[config.mk]
export PLATFORM = sky130hd
export DESIGN_NAME = stereo_fade_mixer
export DESIGN_NICKNAME = d
export VERILOG_FILES = /design/src/rtl/stereo_fade_mixer.sv
export SDC_FILE = /design/constraint.sdc
export NUM_CORES = 1
export LEC_CHECK = 0
export ABC_CLOCK_PERIOD_IN_PS = 14800
export BUFFER_PORTS_ARGS = -buffer_cell sky130_fd_sc_hd__buf_2
export CAP_MARGIN = 20
export CORE_AREA = 5 5 237 147
export DETAILED_ROUTE_END_ITERATION = 10
export DIE_AREA = 0 0 242 152
export PLACE_DENSITY = 0.69
export SLEW_MARGIN = 0
export SYNTH_ARGS = -nofsm -noshare
export SYNTH_HDL_FRONTEND = slang
export SYNTH_SLANG_ARGS = --single-unit
[constraint.sdc]
create_clock -name clk -period 14.8 [get_ports clk]
set_input_delay 1.48 -clock clk [delete_from_list [all_inputs] [get_ports clk]]
set_output_delay 1.48 -clock clk [all_outputs]
set_load 0.01 [all_outputs]
[src/rtl/stereo_fade_mixer.sv]
// Stereo fade mixer: gain-ramped left/right PCM for the codec.
// Ports: clk, reset_n, sample/new_sample in, new_frame request,
//   aural_state/mute set the gain targets; pcm_left/pcm_right
//   with out_valid pulse, ramp_active, underrun_count out.
module stereo_fade_mixer #(
  parameter int GAIN_STEP = 1,
  parameter int UNITY     = 256
) (
  input  logic        clk,
  input  logic        reset_n,
  input  logic [15:0] sample,
  input  logic        new_sample,
  input  logic        new_frame,
  input  logic [1:0]  aural_state,
  input  logic        mute,
  output logic [15:0] pcm_left,
  output logic [15:0] pcm_right,
  output logic        out_valid,
  output logic        ramp_active,
  output logic [7:0]  underrun_count
);

  localparam logic [8:0] UNITY_G = 9'(UNITY);
  localparam logic [9:0] STEP_W  = 10'(GAIN_STEP);

  logic [15:0] sample_hold_q, sample_hold_d;
  logic        fresh_q, fresh_d;
  logic [8:0]  gain_l_q, gain_l_d;
  logic [8:0]  gain_r_q, gain_r_d;
  logic [15:0] pcm_left_q, pcm_left_d;
  logic [15:0] pcm_right_q, pcm_right_d;
  logic        out_valid_q, out_valid_d;
  logic [7:0]  underrun_q, underrun_d;

  logic [8:0]  target_l, target_r;
  logic signed [25:0] prod_l, prod_r;
  logic        unused_bits;

  // Move one step toward the target, clamped to [0, UNITY].
  function automatic logic [8:0] step_gain(
    input logic [8:0] g,
    input logic [8:0] t
  );
    logic [9:0] up;
    logic [9:0] gw;
    gw = {1'b0, g};
    up = gw + STEP_W;
    if (g < t)
      step_gain = (up > {1'b0, UNITY_G}) ? UNITY_G : up[8:0];
    else if (g > t)
      step_gain = (gw < STEP_W) ? 9'd0 : 9'(gw - STEP_W);
    else
      step_gain = g;
  endfunction

  always_comb begin
    target_l = (aural_state[0] & ~mute) ? UNITY_G : 9'd0;
    target_r = (aural_state[1] & ~mute) ? UNITY_G : 9'd0;
  end

  // Gain is unsigned, so zero-extend before the signed multiply.
  always_comb begin
    prod_l = $signed(sample_hold_q) * $signed({1'b0, gain_l_q});
    prod_r = $signed(sample_hold_q) * $signed({1'b0, gain_r_q});
  end

  assign unused_bits = ^{prod_l[25:24], prod_l[7:0],
                         prod_r[25:24], prod_r[7:0]};

  always_comb begin
    sample_hold_d = sample_hold_q;
    gain_l_d      = gain_l_q;
    gain_r_d      = gain_r_q;
    pcm_left_d    = pcm_left_q;
    pcm_right_d   = pcm_right_q;
    underrun_d    = underrun_q;
    out_valid_d   = new_frame;
    fresh_d       = new_sample | (fresh_q & ~new_frame);
    if (new_sample)
      sample_hold_d = sample;
    // The frame uses the held sample and pre-step gain.
    if (new_frame) begin
      pcm_left_d  = prod_l[23:8];
      pcm_right_d = prod_r[23:8];
      gain_l_d    = step_gain(gain_l_q, target_l);
      gain_r_d    = step_gain(gain_r_q, target_r);
      if (!fresh_q && underrun_q != 8'hFF)
        underrun_d = underrun_q + 8'd1;
    end
  end

  always_ff @(posedge clk or negedge reset_n) begin
    if (!reset_n) begin
      sample_hold_q <= '0;
      fresh_q       <= 1'b0;
      gain_l_q      <= '0;
      gain_r_q      <= '0;
      pcm_left_q    <= '0;
      pcm_right_q   <= '0;
      out_valid_q   <= 1'b0;
      underrun_q    <= '0;
    end else begin
      sample_hold_q <= sample_hold_d;
      fresh_q       <= fresh_d;
      gain_l_q      <= gain_l_d;
      gain_r_q      <= gain_r_d;
      pcm_left_q    <= pcm_left_d;
      pcm_right_q   <= pcm_right_d;
      out_valid_q   <= out_valid_d;
      underrun_q    <= underrun_d;
    end
  end

  assign pcm_left       = pcm_left_q;
  assign pcm_right      = pcm_right_q;
  assign out_valid      = out_valid_q;
  assign underrun_count = underrun_q;
  assign ramp_active    = (gain_l_q != target_l) |
                          (gain_r_q != target_r);

endmodule

==> impl_metrics.py, run 1 <==
metrics = {
    "routing": {
        "wl_um": 31600,
        "detail_route.vias_per_cell": 5.15,
        "route.detailed.drc": 0,
        "drt_pass_1_iters": 5,
        "drt-initial-drc-count": 549,
        "vias": 9819,
        "wl_per_cell_um": 16.6,
        "final_antenna_net_count": 0,
    },
    "floorplanning": {
        "die_h_um": 152,
        "placeableCoreArea_um2": 32800,
        "top_level_ports": 65,
        "floorplan.die_area_um2": 36800,
        "floorplan.initialDensity_pct": 40.9,
        "count_of_standard_cell_rows": 52,
        "dieWidth_um": 242,
    },
    "critical_path": {
        "path_max_fanout": 23,
        "cp.required_ns": 15.11,
        "reg2regPathDepth": 18,
        "ordered_list_of_cells_on_the_worst_path": "nand2_1 -> fa_1 -> inv_1 -> fa_1 -> inv_1 -> fa_1 -> fa_1 -> fa_1 -> inv_1 -> ha_1 -> or3_1 -> nor4_1 -> nand2_1 -> a31oi_2 -> o211ai_4 -> a31o_1 -> or4_1 -> nand3_1",
        "critical_path.startpoint_type": "register",
        "setup.reg_to_reg.worst_slack_ns": 8.52,
        "crit_top_cell": "sky130_fd_sc_hd__fa_1",
        "worst_path_max_delay_cell": "sky130_fd_sc_hd__dfrtp_1",
        "crit_arrival_ns": 6.59,
        "timing.setup.critical_path_class": "register to register",
        "cp-end-kind": "register",
        "worst_path_largest_cell_delay_ns": 0.90,
    },
    "cts": {
        "ctsRootBufferMaster": "sky130_fd_sc_hd__clkbuf_16",
        "clk-insertion-delay-late_ns": 0.37,
        "cts_tree": "yes",
        "ctsHtreeMaxLevel": 3,
        "clkTransAtPathRegs_ns": 0.07,
        "cts.sink_count": 76,
        "ctsHoldBuffers": 0,
        "cts_resized": 0,
        "numCtsBuffers": 9,
        "post-cts-setup-buffers": 0,
        "max-clock-path-buffers": 2,
    },
    "global_routing": {
        "number_of_global_route_vias_before_repair": 10463,
        "initial_antenna_violation_count": 0,
        "grt_pass1_wl_um": 53800,
        "gr-total-overflow": 0,
        "grt.total_usage_pct": 17.9,
        "grt_start_max_net_pins": 42,
    },
    "sta": {
        "period_minus_slack_ns": 6.28,
        "rsz0062_at_grt": "false",
        "setup_violations": 0,
        "setup_tns_ns": 0,
        "finalCritPeriodShare_pct": 42.4,
        "worst_slew_margin_rel_pct": 30.2,
        "timing.fmax_mhz": 159,
        "finalMaxSlewViolations": 0,
        "worst_slew_pin_slew_ns": 1.05,
        "timing.final.hold_violations": 0,
        "final.setup_skew_ns": 0.00890,
    },
    "place": {
        "globalplace.congestion": 0.878,
        "placement.io_buffers": 64,
        "place.detailed.hpwl_um": 24000,
    },
    "status": {
        "status": "completed",
    },
    "run": {
        "max_cap_violations": 0,
    },
    "logic_synthesis": {
        "yosysSeqAreaShare_pct": 14.2,
        "synth.lib_cells_used.distinct": 68,
        "yosys_warnings": 0,
        "post_synth_inst_count": 1468,
        "synth_nets": 1830,
        "syn-mean-instance-area_um2": 9.14,
        "async_reset_ff_share_pct": 100,
        "syn_area_um2": 13400,
        "synth-edff-count": 0,
        "synth_seq_cells": 76,
        "synth-main-ff-cell": "sky130_fd_sc_hd__dfrtp_1",
    },
    "min_path": {
        "min_path_type": "register to register",
        "timing.hold.worst_path_depth": 1,
    },
    "cells_and_area": {
        "drive_above_1_share_pct": 9.29,
        "syn2layout_area_growth_pct": 6.71,
        "diodes_inserted": 0,
        "layout.nets": 1831,
        "n_fill_cell": 3200,
    },
}
-- per-stage QoR --
stage          setup WS, ns  area, um2  std cells  utilization (%)  hold WS, ns
6_report               8.52      14300       1906             43.7        0.476
5_1_grt                8.23      14300       1906             43.7        0.500
4_1_cts                8.58      14300       1905             43.7        0.483
3_5_place_dp           8.61      14000       1889             42.8        0.467
3_3_place_gp           8.72      14000       1889             42.8        0.464
2_1_floorplan          8.98      13400       1468                -        0.451
-- worst max-delay path, delay by kind of cell (launching register included) --
family	cells	cell delay [ns]
AO/OA/AOI/OAI	3	0.83
adder cells (fa/ha/maj)	6	2.76
buffers and inverters	3	0.14
flip-flops	1	0.90
AND/OR/NAND/NOR	6	1.57
-- final timing paths --
kind	end	from
max in group asynchronous	pcm_left[0]	reset_n
min in group asynchronous	gain_l_q[2]	reset_n
max reg2reg	pcm_left[15]	gain_l_q[1]
max	pcm_left[15]	gain_l_q[1]
min reg2reg	pcm_left[3]	pcm_left[3]
min	pcm_left[3]	pcm_left[3]
-- placed cells by master, fill, tap and decap left out, types with 4 or more instances in the layout --
cell and n:
sky130_fd_sc_hd__inv_1 285, sky130_fd_sc_hd__fa_1 228, sky130_fd_sc_hd__nand2_1 186, sky130_fd_sc_hd__and2_1 150
sky130_fd_sc_hd__ha_1 111, sky130_fd_sc_hd__dfrtp_1 76, sky130_fd_sc_hd__buf_2 63, sky130_fd_sc_hd__mux2_2 37
sky130_fd_sc_hd__xnor2_1 33, sky130_fd_sc_hd__a21oi_1 29, sky130_fd_sc_hd__o21ai_1 25, sky130_fd_sc_hd__nor2_1 24
sky130_fd_sc_hd__xor2_1 18, sky130_fd_sc_hd__nand3_1 14, sky130_fd_sc_hd__nor3_1 14, sky130_fd_sc_hd__nand4_1 12
sky130_fd_sc_hd__o21ai_0 11, sky130_fd_sc_hd__and3_1 9, sky130_fd_sc_hd__a211oi_1 9, sky130_fd_sc_hd__o22ai_1 9
sky130_fd_sc_hd__clkbuf_16 9, sky130_fd_sc_hd__a21o_1 8, sky130_fd_sc_hd__o221ai_1 8, sky130_fd_sc_hd__buf_4 8
sky130_fd_sc_hd__o21a_1 7, sky130_fd_sc_hd__or3_1 6, sky130_fd_sc_hd__a31oi_1 6, sky130_fd_sc_hd__nor2b_1 5
sky130_fd_sc_hd__nor4_1 4, sky130_fd_sc_hd__and4_1 4, sky130_fd_sc_hd__nand2b_1 4
-- registers in the layout, summed over array words and instances, names as in the netlist --
register	cells
gain_l_q	9
pcm_right	16
pcm_left	16
out_valid	1
gain_r_q	9
fresh_q	1
sample_hold_q	16
underrun_count	8
-- cells by family (layout without fill, tap and decap cells) --
group | after synthesis | after routing | share of synthesized area, %
AO/OA/AOI/OAI | 152 | 152 | 7.86
XOR/XNOR | 51 | 51 | 3.33
AND/OR/NAND/NOR | 442 | 442 | 16.6
adder cells (fa/ha/maj) | 339 | 339 | 44.4
multiplexers | 40 | 40 | 3.33
flip-flops | 76 | 76 | 14.2
buffers and inverters | 368 | 374 | 10.3
-- synthesized netlist by cell type, types with 11 or more instances --
library cell	number	area [um2]
sky130_fd_sc_hd__inv_1	285	1070
sky130_fd_sc_hd__fa_1	228	4560
sky130_fd_sc_hd__nand2_1	186	698
sky130_fd_sc_hd__and2_1	150	938
sky130_fd_sc_hd__ha_1	111	1390
sky130_fd_sc_hd__dfrtp_1	76	1900
sky130_fd_sc_hd__clkbuf_1	75	282
sky130_fd_sc_hd__mux2_2	37	417
sky130_fd_sc_hd__xnor2_1	33	289
sky130_fd_sc_hd__a21oi_1	29	145
sky130_fd_sc_hd__o21ai_1	25	125
sky130_fd_sc_hd__nor2_1	24	90.1
sky130_fd_sc_hd__xor2_1	18	158
sky130_fd_sc_hd__nand3_1	14	70.1
sky130_fd_sc_hd__nor3_1	14	70.1
sky130_fd_sc_hd__nand4_1	12	75.1
sky130_fd_sc_hd__o21ai_0	11	55.1
-- routing by layer --
metal	up-vias	wire, um	global-route usage [%]
met4	0	548	4.67
met2	311	13900	27.2
met5	-	0	0
li1	4564	-	-
met3	41	2150	3.90
met1	4903	15000	26.3
-- cell type report --
cell class,count,area [um2],area share (%)
clock buffers,10,229,1.60
clock inverters,6,63.8,0.446
inverters,287,1080,7.52
multi-input cells,1024,10100,70.8
flip-flops and latches,76,1900,13.3
well taps,432,541,3.77
repair buffers,71,375,2.62
Power of run 1 is not shown: default switching activity piles up to over one toggle a cycle in this logic, so the estimate is an artifact.
==> run 2, diff against run 1 <==
Settings changed: ABC_AREA set to 1, ABC_CLOCK_PERIOD_IN_PS 14800 to 5700, CORE_AREA 5 5 237 147 to 5 5 249 154, DIE_AREA 0 0 242 152 to 0 0 254 159, PLACE_DENSITY 0.69 to 0.71.
Clock period 14.8 ns to 5.7 ns, I/O delays scaled along.
==> run 2 against run 1 <==
  * Count of clock-buffer cells in the layout decreased by 1
  * Fmax increased by 16%
  * Flip-flop and latch count unchanged
  * First-iteration DRC count increased by 85%
  * Clock skew decreased by 0.00073 ns
  * Worst setup slack got worse by 8.2 ns
==> impl_metrics.py, run 2 <==
metrics = {
    "logic_synthesis": {
        "synth_top_area_cell": "sky130_fd_sc_hd__fa_1",
        "yosys_warnings": 0,
        "syn_area_um2": 14800,
        "synthDominantCellAreaShare_pct": 30.9,
        "synth.lib_cells_used.distinct": 34,
        "post_synth_inst_count": 2029,
        "synth-main-ff-cell": "sky130_fd_sc_hd__dfrtp_1",
        "syn-mean-instance-area_um2": 7.28,
        "synth_nets": 2391,
        "synth-edff-count": 0,
        "leading_cell_type_by_number_of_instances_after_synthesis": "sky130_fd_sc_hd__nand2_1",
        "post_synth_main_area_contributors": "sky130_fd_sc_hd__fa_1 31%, sky130_fd_sc_hd__nand2_1 15%, sky130_fd_sc_hd__dfrtp_1 13%, sky130_fd_sc_hd__inv_1 13%, sky130_fd_sc_hd__ha_1 9.4%",
        "async_reset_ff_share_pct": 100,
        "yosysSeqAreaShare_pct": 12.9,
        "synth_seq_cells": 76,
        "synth_commonest_cells": "595 x sky130_fd_sc_hd__nand2_1, 498 x sky130_fd_sc_hd__inv_1, 228 x sky130_fd_sc_hd__fa_1",
    },
    "cells_and_area": {
        "n_fill_cell": 3608,
        "layout_commonest_cell": "sky130_fd_sc_hd__nand2_1",
        "fin_cells": 2539,
        "mostFrequentLayoutCells": "595 x sky130_fd_sc_hd__nand2_1, 498 x sky130_fd_sc_hd__inv_1, 228 x sky130_fd_sc_hd__fa_1",
        "layout.nets": 2420,
        "diodes_inserted": 0,
        "syn2layout_area_growth_pct": 7.90,
        "drive_above_1_share_pct": 7.03,
    },
    "critical_path": {
        "critical_path_cell_count": 21,
        "crit_arrival_ns": 5.67,
        "critical_path.startpoint_type": "register",
        "setup.worst_path.end": "pcm_right[15]",
        "reg2reg_from": "gain_r_q[1]",
        "cp-end-kind": "register",
        "worst_path_largest_cell_delay_ns": 0.72,
        "crit_buf_inv": 5,
        "cp_top_family": "adder cells",
        "path_max_fanout": 14,
        "worst_path_max_delay_cell": "sky130_fd_sc_hd__dfrtp_1",
        "timing.setup.critical_path_class": "register to register",
        "endpoint_of_the_lowest_slack_register_to_register_path": "pcm_right[15]",
        "cp-startpoint": "gain_r_q[1]",
        "cp.required_ns": 5.98,
        "setup.reg_to_reg.worst_slack_ns": 0.30,
        "ordered_list_of_cells_on_the_worst_path": "nand2_1 -> fa_1 -> inv_1 -> fa_1 -> inv_1 -> fa_1 -> inv_1 -> fa_1 -> inv_1 -> fa_1 -> inv_1 -> ha_1 -> nand2_1 -> nor2_1 -> nand2_1 -> nor2_1 -> nand2_1 -> nand3_1 -> nand3_1 -> nand3_1 -> nand2_1",
        "reg2regPathDepth": 21,
    },
    "cts": {
        "post-cts-setup-buffers": 0,
        "numCtsBuffers": 9,
        "max-clock-path-buffers": 2,
        "ctsHoldBuffers": 0,
        "clkTransAtPathRegs_ns": 0.07,
        "ctsRootBufferMaster": "sky130_fd_sc_hd__clkbuf_16",
        "cts_tree": "yes",
        "cts.sink_count": 76,
        "clk-insertion-delay-late_ns": 0.38,
        "ctsHtreeMaxLevel": 3,
        "cts_resized": 0,
    },
    "run": {
        "max_cap_violations": 0,
    },
    "floorplanning": {
        "floorplan.die_area_um2": 40400,
        "dieWidth_um": 254,
        "floorplan.initialDensity_pct": 41.3,
        "count_of_standard_cell_rows": 54,
        "top_level_ports": 65,
        "placeableCoreArea_um2": 35800,
        "die_h_um": 159,
    },
    "sta": {
        "finalCritPeriodShare_pct": 94.7,
        "worst_slew_pin_slew_ns": 0.951,
        "setup_tns_ns": 0,
        "worst_slew_margin_rel_pct": 36.6,
        "finalMaxSlewViolations": 0,
        "fin_worst_hold_slack_ns": 0.0381,
        "rsz0062_at_grt": "false",
        "timing.final.hold_violations": 0,
        "period_minus_slack_ns": 5.40,
        "timing.fmax_mhz": 185,
        "final.setup_skew_ns": 0.00817,
        "setup_violations": 0,
    },
    "status": {
        "status": "completed",
    },
    "routing": {
        "detail_route.vias_per_cell": 5.00,
        "vias": 12697,
        "route.layer.met1.wl_um": 19600,
        "route.detailed.drc": 0,
        "met2RoutedLength_um": 15100,
        "top_layer_reached_by_signal_wires": "met4",
        "wl_per_cell_um": 15.8,
        "final_antenna_net_count": 0,
        "drt-initial-drc-count": 1015,
        "detailroute.wirelength.met3_um": 4920,
        "drt_pass_1_iters": 6,
        "wl_um": 40100,
    },
    "global_routing": {
        "grt_pass1_wl_um": 66300,
        "grt_start_max_net_pins": 63,
        "gr-total-overflow": 0,
        "number_of_global_route_vias_before_repair": 12573,
        "grt.total_usage_pct": 20.3,
        "initial_antenna_violation_count": 0,
    },
    "place": {
        "globalplace.congestion": 0.916,
        "placement.io_buffers": 64,
        "dp.cells": 2523,
        "place.detailed.hpwl_um": 32700,
    },
    "min_path": {
        "min_path_type": "input port to async pin",
    },
}
-- run 2: cell count changes after synthesis, sizes merged, moves of 12 or more --
cell	before	now
nand2	186	599
inv	286	499
and2	150	4
nor2	24	115
nand3	15	85
a21oi	29	66
clkbuf	75	39
buf	6	41
mux2	37	14
nand3b	0	13
xnor2	33	20
xor2	18	30
-- run 2: worst min path at each step --
stage / cells past startpoint / endpoint / slack [ns] / startpoint
after detailed placement: 1 / sample_hold_q[1] / 0.45 / reset_n
after floorplan: 0 / fresh_q / 0.27 / reset_n
final: 1 / sample_hold_q[1] / 0.04 / reset_n
after global placement: 1 / sample_hold_q[1] / 0.44 / reset_n
after global routing: 1 / sample_hold_q[1] / 0.04 / reset_n
after CTS: 1 / sample_hold_q[1] / 0.03 / reset_n
-- run 2: layout make-up --
type	count	area, um2	share of cell area [%]
well taps	476	596	3.74
clock buffers	9	225	1.41
repair buffers	98	578	3.63
multi-input cells	1374	10700	66.8
flip-flops and latches	76	1910	12.0
clock inverters	7	105	0.659
inverters	499	1870	11.8
-- run 2: per-layer routing --
metal	vias to the layer above	global-route usage, %
li1	5994	-
met1	6179	32.8
met2	492	26.1
met3	32	6.96
met4	0	3.71
met5	-	0
-- run 2: logic make-up (layout without fill, tap and decap cells) --
family | Yosys count | in the layout | share of synthesized area, %
AOI/OAI and AO/OA | 119 | 119 | 4.30
xor gates and xnor gates | 50 | 50 | 2.96
adders and majority gates | 339 | 339 | 40.3
buffers and inverters | 579 | 613 | 15.0
DFF | 76 | 76 | 12.9
muxes | 14 | 14 | 1.07
and+or+nand+nor | 852 | 852 | 23.5
-- run 2: stage by stage --
stage / utilization (%) / area, um2 / worst slack (ns)
2_1_floorplan: - / 14800 / 0.753
3_3_place_gp: 43.6 / 15600 / 0.212
3_5_place_dp: 43.6 / 15600 / 0.125
4_1_cts: 44.5 / 15900 / 0.0952
5_1_grt: 44.5 / 15900 / 0.0419
6_report: 44.5 / 15900 / 0.302
-- run 2: worst reg2reg max path, cell delays in order (launching register included) --
cell and delay (ns):
sky130_fd_sc_hd__dfrtp_1 0.72, sky130_fd_sc_hd__nand2_1 0.29, sky130_fd_sc_hd__fa_1 0.68, sky130_fd_sc_hd__inv_1 0.14
sky130_fd_sc_hd__fa_1 0.55, sky130_fd_sc_hd__inv_1 0.07, sky130_fd_sc_hd__fa_1 0.48, sky130_fd_sc_hd__inv_1 0.05
sky130_fd_sc_hd__fa_1 0.48, sky130_fd_sc_hd__inv_1 0.06, sky130_fd_sc_hd__fa_1 0.50, sky130_fd_sc_hd__inv_1 0.05
sky130_fd_sc_hd__ha_1 0.33, sky130_fd_sc_hd__nand2_1 0.09, sky130_fd_sc_hd__nor2_1 0.16, sky130_fd_sc_hd__nand2_1 0.09
sky130_fd_sc_hd__nor2_1 0.09, sky130_fd_sc_hd__nand2_1 0.07, sky130_fd_sc_hd__nand3_1 0.16, sky130_fd_sc_hd__nand3_1 0.09
sky130_fd_sc_hd__nand3_1 0.09, sky130_fd_sc_hd__nand2_1 0.06
Power of run 2 is left out for the same reason.
